==> config.mk <==
export PLATFORM = sky130hd
export DESIGN_NAME = res_scan_ctrl_flat
export DESIGN_NICKNAME = d
export VERILOG_FILES = /design/src/rtl/res_scan_ctrl_pkg.sv /design/src/rtl/res_scan_ctrl_if.sv /design/src/rtl/res_idx_cnt.sv /design/src/rtl/res_scan_ctrl.sv /design/src/flat_wrapper.sv
export SDC_FILE = /design/constraint.sdc
export NUM_CORES = 1
export LEC_CHECK = 0
export CORE_ASPECT_RATIO = 1.4
export CORE_MARGIN = 3
export CORE_UTILIZATION = 45
export CTS_CLUSTER_SIZE = 25
export DETAILED_ROUTE_END_ITERATION = 10
export HOLD_SLACK_MARGIN = 0.06
export PLACE_DENSITY = 0.82
export SKIP_CTS_REPAIR_TIMING = 1
export SLEW_MARGIN = 20
export SYNTH_ARGS = -nofsm -noshare
export SYNTH_HDL_FRONTEND = slang
export SYNTH_HIERARCHICAL = 1
export SYNTH_SLANG_ARGS = --single-unit
==> constraint.sdc <==
create_clock -name clk -period 2.45 [get_ports clk]
set_input_delay 0.3675 -clock clk [delete_from_list [all_inputs] [get_ports clk]]
set_output_delay 0.3675 -clock clk [all_outputs]
set_load 0.02 [all_outputs]
==> src/rtl/res_scan_ctrl_pkg.sv <==
// Shared types and constants for the rescaled-result readback sequencer.
// Layer dimensions, index width, FSM states and the layer tag values.
package res_scan_ctrl_pkg;

    localparam int IDX_W    = 12;
    localparam int C_L1_POS = 40;
    localparam int C_L1_CH  = 64;
    localparam int C_L2_N   = 1152;
    localparam int C_L3_POS = 36;
    localparam int C_L3_CH  = 32;

    localparam logic [1:0] L_CONV1 = 2'd1;
    localparam logic [1:0] L_CONV2 = 2'd2;
    localparam logic [1:0] L_CONV3 = 2'd3;

    typedef enum logic [2:0] {
        S_IDLE,
        S_WAIT_V,
        S_ISSUE,
        S_WAIT_RD,
        S_PRESENT,
        S_FIN
    } state_t;

    // Position (0..2) of the lowest set bit; only meaningful for a non-zero mask.
    function automatic logic [1:0] lowest_bit(input logic [2:0] m);
        if (m[0]) return 2'd0;
        if (m[1]) return 2'd1;
        return 2'd2;
    endfunction

endpackage

==> src/rtl/res_scan_ctrl_if.sv <==
// Captured-byte output stream: byte, layer tag, flat index, valid/ready.
// The sequencer is the master; the readout sink is the slave.
interface res_scan_ctrl_if;
    import res_scan_ctrl_pkg::*;

    logic [7:0]       dout;
    logic [1:0]       dout_layer;
    logic [IDX_W-1:0] dout_idx;
    logic             dout_valid;
    logic             dout_ready;

    modport master (output dout, dout_layer, dout_idx, dout_valid, input dout_ready);
    modport slave  (input dout, dout_layer, dout_idx, dout_valid, output dout_ready);

endinterface

==> src/rtl/res_idx_cnt.sv <==
// Two-level outer/inner index counter with terminal flag and flat index.
// Registered indices; clr has priority over adv; an inner size of 1 gives a plain counter.
module res_idx_cnt
    import res_scan_ctrl_pkg::*;
#(
    parameter int OUT_N = 40,
    parameter int IN_N  = 64,
    parameter int OUT_W = 6,
    parameter int IN_W  = 6
) (
    input  logic             clk,
    input  logic             rst,
    input  logic             clr,
    input  logic             adv,
    output logic [OUT_W-1:0] outer,
    output logic [IN_W-1:0]  inner,
    output logic             last,
    output logic [IDX_W-1:0] flat_idx
);

    logic [OUT_W-1:0] outer_q, outer_d;
    logic [IN_W-1:0]  inner_q, inner_d;
    logic             inner_end, outer_end;

    always_comb begin
        inner_end = (inner_q == IN_W'(IN_N - 1));
        outer_end = (outer_q == OUT_W'(OUT_N - 1));
        outer_d   = outer_q;
        inner_d   = inner_q;
        if (clr) begin
            outer_d = '0;
            inner_d = '0;
        end else if (adv) begin
            if (inner_end) begin
                inner_d = '0;
                outer_d = outer_end ? '0 : outer_q + 1'b1;
            end else begin
                inner_d = inner_q + 1'b1;
            end
        end
    end

    always_ff @(posedge clk) begin
        if (rst) begin
            outer_q <= '0;
            inner_q <= '0;
        end else begin
            outer_q <= outer_d;
            inner_q <= inner_d;
        end
    end

    assign outer    = outer_q;
    assign inner    = inner_q;
    assign last     = inner_end && outer_end;
    assign flat_idx = IDX_W'(outer_q) * IDX_W'(IN_N) + IDX_W'(inner_q);

endmodule

==> src/rtl/res_scan_ctrl.sv <==
// Walks the result-mux selects of each enabled conv layer and streams the returned bytes.
// One byte per RD_LAT+2 cycles; holds a beat stable in PRESENT until dout_ready.
module res_scan_ctrl
    import res_scan_ctrl_pkg::*;
#(
    parameter int RD_LAT = 1,
    parameter int L1_POS = C_L1_POS,
    parameter int L1_CH  = C_L1_CH,
    parameter int L2_N   = C_L2_N,
    parameter int L3_POS = C_L3_POS,
    parameter int L3_CH  = C_L3_CH
) (
    input  logic                   clk,
    input  logic                   rst,
    input  logic                   start,
    input  logic [2:0]             layer_mask,
    input  logic                   conv1_valid_o_rescaled,
    input  logic                   conv2_valid_o_rescaled,
    input  logic                   conv3_valid_o_rescaled,
    input  logic [7:0]             conv1_res_test,
    input  logic [7:0]             conv2_res_test,
    input  logic [7:0]             conv3_res_test,
    output logic [5:0]             res_sel_1,
    output logic [5:0]             res_sel_1_num,
    output logic [10:0]            res_sel_2,
    output logic [5:0]             res_sel_3,
    output logic [4:0]             res_sel_3_num,
    res_scan_ctrl_if.master        dout_if,
    output logic                   busy,
    output logic                   done
);

    localparam int WC_W = (RD_LAT > 1) ? $clog2(RD_LAT) : 1;

    state_t           state_q, state_d;
    logic [2:0]       mask_q, mask_d, pend_q, pend_d;
    logic [1:0]       cur_q, cur_d;
    logic [WC_W-1:0]  wcnt_q, wcnt_d;
    logic             busy_q, busy_d, done_q, done_d;
    logic [7:0]       dout_q, dout_d;
    logic [1:0]       layer_q, layer_d;
    logic [IDX_W-1:0] idx_q, idx_d;
    logic             valid_q, valid_d;

    logic [2:0]       valid_in, cur_onehot;
    logic             clr_cur, adv_cur, capture;
    logic             last_1, last_2, last_3, cur_last;
    logic [IDX_W-1:0] flat_1, flat_2, flat_3, cur_flat;
    logic [7:0]       cur_byte;
    logic [1:0]       cur_tag;
    logic [0:0]       l2_inner_unused;

    // The counters are the select registers: they move on the edge that enters ISSUE.
    res_idx_cnt #(.OUT_N(L1_POS), .IN_N(L1_CH), .OUT_W(6), .IN_W(6)) u_cnt1 (
        .clk(clk), .rst(rst),
        .clr(clr_cur && cur_q == 2'd0), .adv(adv_cur && cur_q == 2'd0),
        .outer(res_sel_1), .inner(res_sel_1_num), .last(last_1), .flat_idx(flat_1)
    );

    res_idx_cnt #(.OUT_N(L2_N), .IN_N(1), .OUT_W(11), .IN_W(1)) u_cnt2 (
        .clk(clk), .rst(rst),
        .clr(clr_cur && cur_q == 2'd1), .adv(adv_cur && cur_q == 2'd1),
        .outer(res_sel_2), .inner(l2_inner_unused), .last(last_2), .flat_idx(flat_2)
    );

    res_idx_cnt #(.OUT_N(L3_POS), .IN_N(L3_CH), .OUT_W(6), .IN_W(5)) u_cnt3 (
        .clk(clk), .rst(rst),
        .clr(clr_cur && cur_q == 2'd2), .adv(adv_cur && cur_q == 2'd2),
        .outer(res_sel_3), .inner(res_sel_3_num), .last(last_3), .flat_idx(flat_3)
    );

    assign valid_in   = {conv3_valid_o_rescaled, conv2_valid_o_rescaled, conv1_valid_o_rescaled};
    assign cur_onehot = 3'b001 << cur_q;

    always_comb begin
        cur_byte = conv3_res_test;
        cur_flat = flat_3;
        cur_last = last_3;
        cur_tag  = L_CONV3;
        case (cur_q)
            2'd0: begin cur_byte = conv1_res_test; cur_flat = flat_1; cur_last = last_1; cur_tag = L_CONV1; end
            2'd1: begin cur_byte = conv2_res_test; cur_flat = flat_2; cur_last = last_2; cur_tag = L_CONV2; end
            default: ;
        endcase
    end

    always_comb begin
        state_d = state_q;
        mask_d  = mask_q;
        pend_d  = busy_q ? (pend_q | valid_in) : pend_q;
        cur_d   = cur_q;
        wcnt_d  = wcnt_q;
        busy_d  = busy_q;
        done_d  = 1'b0;
        dout_d  = dout_q;
        layer_d = layer_q;
        idx_d   = idx_q;
        valid_d = valid_q;
        clr_cur = 1'b0;
        adv_cur = 1'b0;
        capture = 1'b0;

        case (state_q)
            S_IDLE: begin
                if (start) begin
                    mask_d = layer_mask;
                    pend_d = valid_in;
                    if (layer_mask == 3'b000) begin
                        state_d = S_FIN;
                        done_d  = 1'b1;
                    end else begin
                        busy_d  = 1'b1;
                        cur_d   = lowest_bit(layer_mask);
                        state_d = S_WAIT_V;
                    end
                end
            end
            S_WAIT_V: begin
                if (|(pend_q & cur_onehot)) begin
                    clr_cur = 1'b1;
                    state_d = S_ISSUE;
                end
            end
            S_ISSUE: begin
                if (RD_LAT == 0) begin
                    capture = 1'b1;
                end else begin
                    wcnt_d  = '0;
                    state_d = S_WAIT_RD;
                end
            end
            S_WAIT_RD: begin
                if (wcnt_q == WC_W'(RD_LAT - 1)) capture = 1'b1;
                else                             wcnt_d  = wcnt_q + 1'b1;
            end
            S_PRESENT: begin
                if (dout_if.dout_ready) begin
                    valid_d = 1'b0;
                    if (!cur_last) begin
                        adv_cur = 1'b1;
                        state_d = S_ISSUE;
                    end else begin
                        mask_d = mask_q & ~cur_onehot;
                        if (mask_d == 3'b000) begin
                            state_d = S_FIN;
                            done_d  = 1'b1;
                            busy_d  = 1'b0;
                        end else begin
                            cur_d   = lowest_bit(mask_d);
                            state_d = S_WAIT_V;
                        end
                    end
                end
            end
            S_FIN:   state_d = S_IDLE;
            default: state_d = S_IDLE;
        endcase

        if (capture) begin
            dout_d  = cur_byte;
            layer_d = cur_tag;
            idx_d   = cur_flat;
            valid_d = 1'b1;
            state_d = S_PRESENT;
        end
    end

    always_ff @(posedge clk) begin
        if (rst) begin
            state_q <= S_IDLE;
            mask_q  <= '0;
            pend_q  <= '0;
            cur_q   <= '0;
            wcnt_q  <= '0;
            busy_q  <= 1'b0;
            done_q  <= 1'b0;
            dout_q  <= '0;
            layer_q <= '0;
            idx_q   <= '0;
            valid_q <= 1'b0;
        end else begin
            state_q <= state_d;
            mask_q  <= mask_d;
            pend_q  <= pend_d;
            cur_q   <= cur_d;
            wcnt_q  <= wcnt_d;
            busy_q  <= busy_d;
            done_q  <= done_d;
            dout_q  <= dout_d;
            layer_q <= layer_d;
            idx_q   <= idx_d;
            valid_q <= valid_d;
        end
    end

    assign dout_if.dout       = dout_q;
    assign dout_if.dout_layer = layer_q;
    assign dout_if.dout_idx   = idx_q;
    assign dout_if.dout_valid = valid_q;
    assign busy               = busy_q;
    assign done               = done_q;

endmodule

==> src/flat_wrapper.sv <==
// flat-port wrapper written by rule: the top's interface ports become plain ports
module res_scan_ctrl_flat import res_scan_ctrl_pkg::*;
#(
    parameter int RD_LAT = 1,
    parameter int L1_POS = C_L1_POS,
    parameter int L1_CH  = C_L1_CH,
    parameter int L2_N   = C_L2_N,
    parameter int L3_POS = C_L3_POS,
    parameter int L3_CH  = C_L3_CH
)
  (clk, rst, start, layer_mask, conv1_valid_o_rescaled, conv2_valid_o_rescaled, conv3_valid_o_rescaled, conv1_res_test, conv2_res_test, conv3_res_test, res_sel_1, res_sel_1_num, res_sel_2, res_sel_3, res_sel_3_num, busy, done, dout_if_dout, dout_if_dout_layer, dout_if_dout_idx, dout_if_dout_valid, dout_if_dout_ready);
  res_scan_ctrl_if dout_if_i ();
  input  logic clk;
  input  logic rst;
  input  logic start;
  input  logic [2:0] layer_mask;
  input  logic conv1_valid_o_rescaled;
  input  logic conv2_valid_o_rescaled;
  input  logic conv3_valid_o_rescaled;
  input  logic [7:0] conv1_res_test;
  input  logic [7:0] conv2_res_test;
  input  logic [7:0] conv3_res_test;
  output logic [5:0] res_sel_1;
  output logic [5:0] res_sel_1_num;
  output logic [10:0] res_sel_2;
  output logic [5:0] res_sel_3;
  output logic [4:0] res_sel_3_num;
  output logic busy;
  output logic done;
  output wire logic [$bits(dout_if_i.dout)-1:0] dout_if_dout;
  output wire logic [$bits(dout_if_i.dout_layer)-1:0] dout_if_dout_layer;
  output wire logic [$bits(dout_if_i.dout_idx)-1:0] dout_if_dout_idx;
  output wire logic [$bits(dout_if_i.dout_valid)-1:0] dout_if_dout_valid;
  input wire logic [$bits(dout_if_i.dout_ready)-1:0] dout_if_dout_ready;
  assign dout_if_dout = dout_if_i.dout;
  assign dout_if_dout_layer = dout_if_i.dout_layer;
  assign dout_if_dout_idx = dout_if_i.dout_idx;
  assign dout_if_dout_valid = dout_if_i.dout_valid;
  assign dout_if_i.dout_ready = dout_if_dout_ready;
  res_scan_ctrl #(.RD_LAT(RD_LAT), .L1_POS(L1_POS), .L1_CH(L1_CH), .L2_N(L2_N), .L3_POS(L3_POS), .L3_CH(L3_CH)) u_core (.clk(clk), .rst(rst), .start(start), .layer_mask(layer_mask), .conv1_valid_o_rescaled(conv1_valid_o_rescaled), .conv2_valid_o_rescaled(conv2_valid_o_rescaled), .conv3_valid_o_rescaled(conv3_valid_o_rescaled), .conv1_res_test(conv1_res_test), .conv2_res_test(conv2_res_test), .conv3_res_test(conv3_res_test), .res_sel_1(res_sel_1), .res_sel_1_num(res_sel_1_num), .res_sel_2(res_sel_2), .res_sel_3(res_sel_3), .res_sel_3_num(res_sel_3_num), .dout_if(dout_if_i), .busy(busy), .done(done));
endmodule
==> flow_summary.json <==
{
  "status": "complete, no violations",
  "max_freq_mhz": 430,
  "hold_path_class": "reg -> reg",
  "rsz0062_at_grt": "no",
  "tightest_slew_ns": 0.785,
  "gr-usage-met2": 0.378,
  "cp_num_buf_inv": 3,
  "worstHoldEndpoint": "u_core/dout_if.dout[4]$_SDFFE_PP0P_",
  "via_per_inst": 5.69,
  "die_x_um": 85.8,
  "r2r_cells": 9,
  "insertion_delay_ns": 0.32,
  "antenna_found_initial": 0,
  "skew_ns": 0.00445,
  "cp.required_ns": 2.70,
  "max_stage_delay_ns": 0.51,
  "hold_depth": 2,
  "worst-r2r-setup-slack_ns": 0.17,
  "cp_data_arrival_time_ns": 2.57,
  "initial_core_util": 0.466,
  "syn_inst": 493,
  "coreArea_um2": 8610,
  "clk_pin_slew_ns": 0.05,
  "n_antenna_cell": 0,
  "dpl.hpwl_mm": 8.24,
  "grt_max_degree": 41,
  "numPortBuffers": 92,
  "routed_wire_length_per_instance_um": 16.3,
  "finalCritPeriodShare": 0.949,
  "cp_slowest_cell": "or4bb_4",
  "cp-end-kind": "flip-flop",
  "gr-usage-met1": 0.275,
  "cp-start-kind": "primary input",
  "area_delta_synth_final_pct": 32.3,
  "cp_top_family": "simple AND/OR/NAND/NOR gates",
  "drtIter0Drc": 268,
  "worstHoldStart": "u_core/dout_if.dout[4]$_SDFFE_PP0P_",
  "final_nets": 615,
  "use_met3": 0.0476,
  "die_height_um": 118,
  "io_pins": 93,
  "grt_pass1_vias": 3713,
  "grt_overflow": 0,
  "num_vias": 3883,
  "wl_mm": 11.2,
  "yosys_warnings": 6,
  "finalHoldViolCount": 0,
  "die_area_um2": 10100,
  "critical_path.reg2reg.endpoint": "u_core/u_cnt3/outer[4]$_SDFFE_PP0P_",
  "slew_violations": 0,
  "power.density_nw_per_um2": 534,
  "place_congestion": 0.848,
  "drv_cap": 0,
  "finalNonFillerCells": 683,
  "syn_nets": 534,
  "max_slew_margin": 0.475,
  "critPathMaxFanout": 8,
  "htree_levels": 3,
  "placed_cell_area_um2": 4960,
  "num-fill-cells": 734,
  "critical_path_class": "in -> reg",
  "ant_nets": 0,
  "cts_buffer_depth": 2,
  "finalCriticalPeriod_ns": 2.33,
  "grt_first_pass_wirelength_mm": 18.3,
  "std_cell_rows": 40,
  "crit_top_cell": "buf_4",
  "peakVddDrop_v": 0.000466,
  "leakage_nw": 1.92,
  "r2r_start": "u_core/u_cnt3/inner[0]$_SDFFE_PP0P_",
  "root_buffer": "clkbuf_16",
  "worstPathCellList": "clkdlybuf4s50_1, or4bb_4, buf_4, nor3_2, buf_4, nand4_1, or3_1, a21oi_1",
  "grtUsageTotal": 0.224,
  "setup_tns_ns": 0,
  "dp.cells": 667,
  "final_area_um2": 5310,
  "cts.sinks": 70,
  "drc_errors": 0,
  "whs_ns": 0.453,
  "cts_tree": "yes",
  "p_total_w": 0.00283,
  "syn_area_per_cell_um2": 8.13,
  "numCtsBuffers": 9,
  "synthesis.area_um2": 4010,
  "setup_viol": 0,
  "dr.pass1.iters": 5,
  "layout-drive-gt1-share": 0.140,
  "busiest_layer": "met2"
}
## area by class of cell
type | instances | area, um^2 | area share
multi-input combinational | 352 | 2220 | 0.418
sequential | 70 | 1400 | 0.264
timing repair buffer | 134 | 1240 | 0.233
clock buffer | 11 | 243 | 0.0457
tap | 105 | 131 | 0.0248
clock inverter | 4 | 47.5 | 0.00896
inverter | 7 | 28.8 | 0.00542
## placed cells by master, fill, tap and decap left out, drive strengths merged, types with 3 or more instances in the layout
| master | instances |
|---|---|
| clkdlybuf4s50 | 92 |
| nand2 | 71 |
| dfxtp | 70 |
| a21oi | 55 |
| buf | 42 |
| nor2 | 29 |
| mux2i | 25 |
| o21ai | 23 |
| o211ai | 20 |
| nor3 | 12 |
| clkbuf | 11 |
| nand3 | 10 |
| or3 | 9 |
| nand4 | 9 |
| or4 | 8 |
| o31ai | 8 |
| xor2 | 7 |
| and2 | 7 |
| ha | 7 |
| inv | 7 |
| nor2b | 6 |
| a211oi | 4 |
| nand2b | 3 |
| a31oi | 3 |
| or2 | 3 |
## worst max-delay path by stage
stage	startpoint	end	slack, ns	cells after the start
4_1_cts	dout_if_dout_ready	u_core/u_cnt3/inner[3]$_SDFFE_PP0P_	0.01	8
6_report	dout_if_dout_ready	u_core/u_cnt3/outer[4]$_SDFFE_PP0P_	0.12	8
3_3_place_gp	dout_if_dout_ready	u_core/u_cnt3/inner[3]$_SDFFE_PP0P_	-0.32	8
3_5_place_dp	dout_if_dout_ready	u_core/u_cnt3/inner[3]$_SDFFE_PP0P_	-0.29	8
2_1_floorplan	u_core/state_q[0]$_SDFFE_PP0P_	u_core/u_cnt2/outer[9]$_SDFFE_PP0P_	0.14	7
5_1_grt	u_core/u_cnt3/inner[0]$_SDFFE_PP0P_	u_core/u_cnt3/outer[5]$_SDFFE_PP0P_	0.03	9
## sequential cells by signal (all words and copies together) (netlist names)
| name | cells |
|---|---|
| u_core/dout_if.dout_idx | 12 |
| u_core/u_cnt3/inner | 5 |
| u_core/u_cnt1/inner | 6 |
| u_core/cur_q | 2 |
| u_core/mask_q | 3 |
| u_core/u_cnt3/outer | 6 |
| u_core/u_cnt2/outer | 11 |
| u_core/u_cnt1/outer | 6 |
| u_core/pend_q | 3 |
| u_core/done | 1 |
| u_core/busy | 1 |
| u_core/state_q | 3 |
| u_core/dout_if.dout | 8 |
| u_core/dout_if.dout_valid | 1 |
| u_core/dout_if.dout_layer | 2 |
## tightest hold or removal path, delay by kind of cell (launching register included)
kind             cells  cell delay, ns
AO/OA/AOI/OAI        1            0.05
flip-flops           1            0.30
AND/OR/NAND/NOR      1            0.05
## layer usage
layer / wire length, um / part of all wire / vias to the layer above
li1: - / - / 1891
met1: 4550 / 0.41 / 1814
met2: 5660 / 0.51 / 159
met3: 702 / 0.063 / 19
met4: 248 / 0.022 / 0
met5: 0 / 0 / -
## per-stage QoR
stage | setup WS, ns | utilization
finish | 0.124 | 0.616
global route | 0.0347 | 0.616
CTS | 0.0104 | 0.610
detailed placement | -0.292 | 0.577
global placement | -0.316 | 0.577
floorplan | 0.144 | -
## power by group
group	total (W)	internal [W]	switching (W)
registers	0.00119	0.00116	0.0000239
clock network	0.00126	0.000806	0.000456
logic	0.000387	0.000176	0.000211
Note: power is estimated with default switching activity, not from simulation.
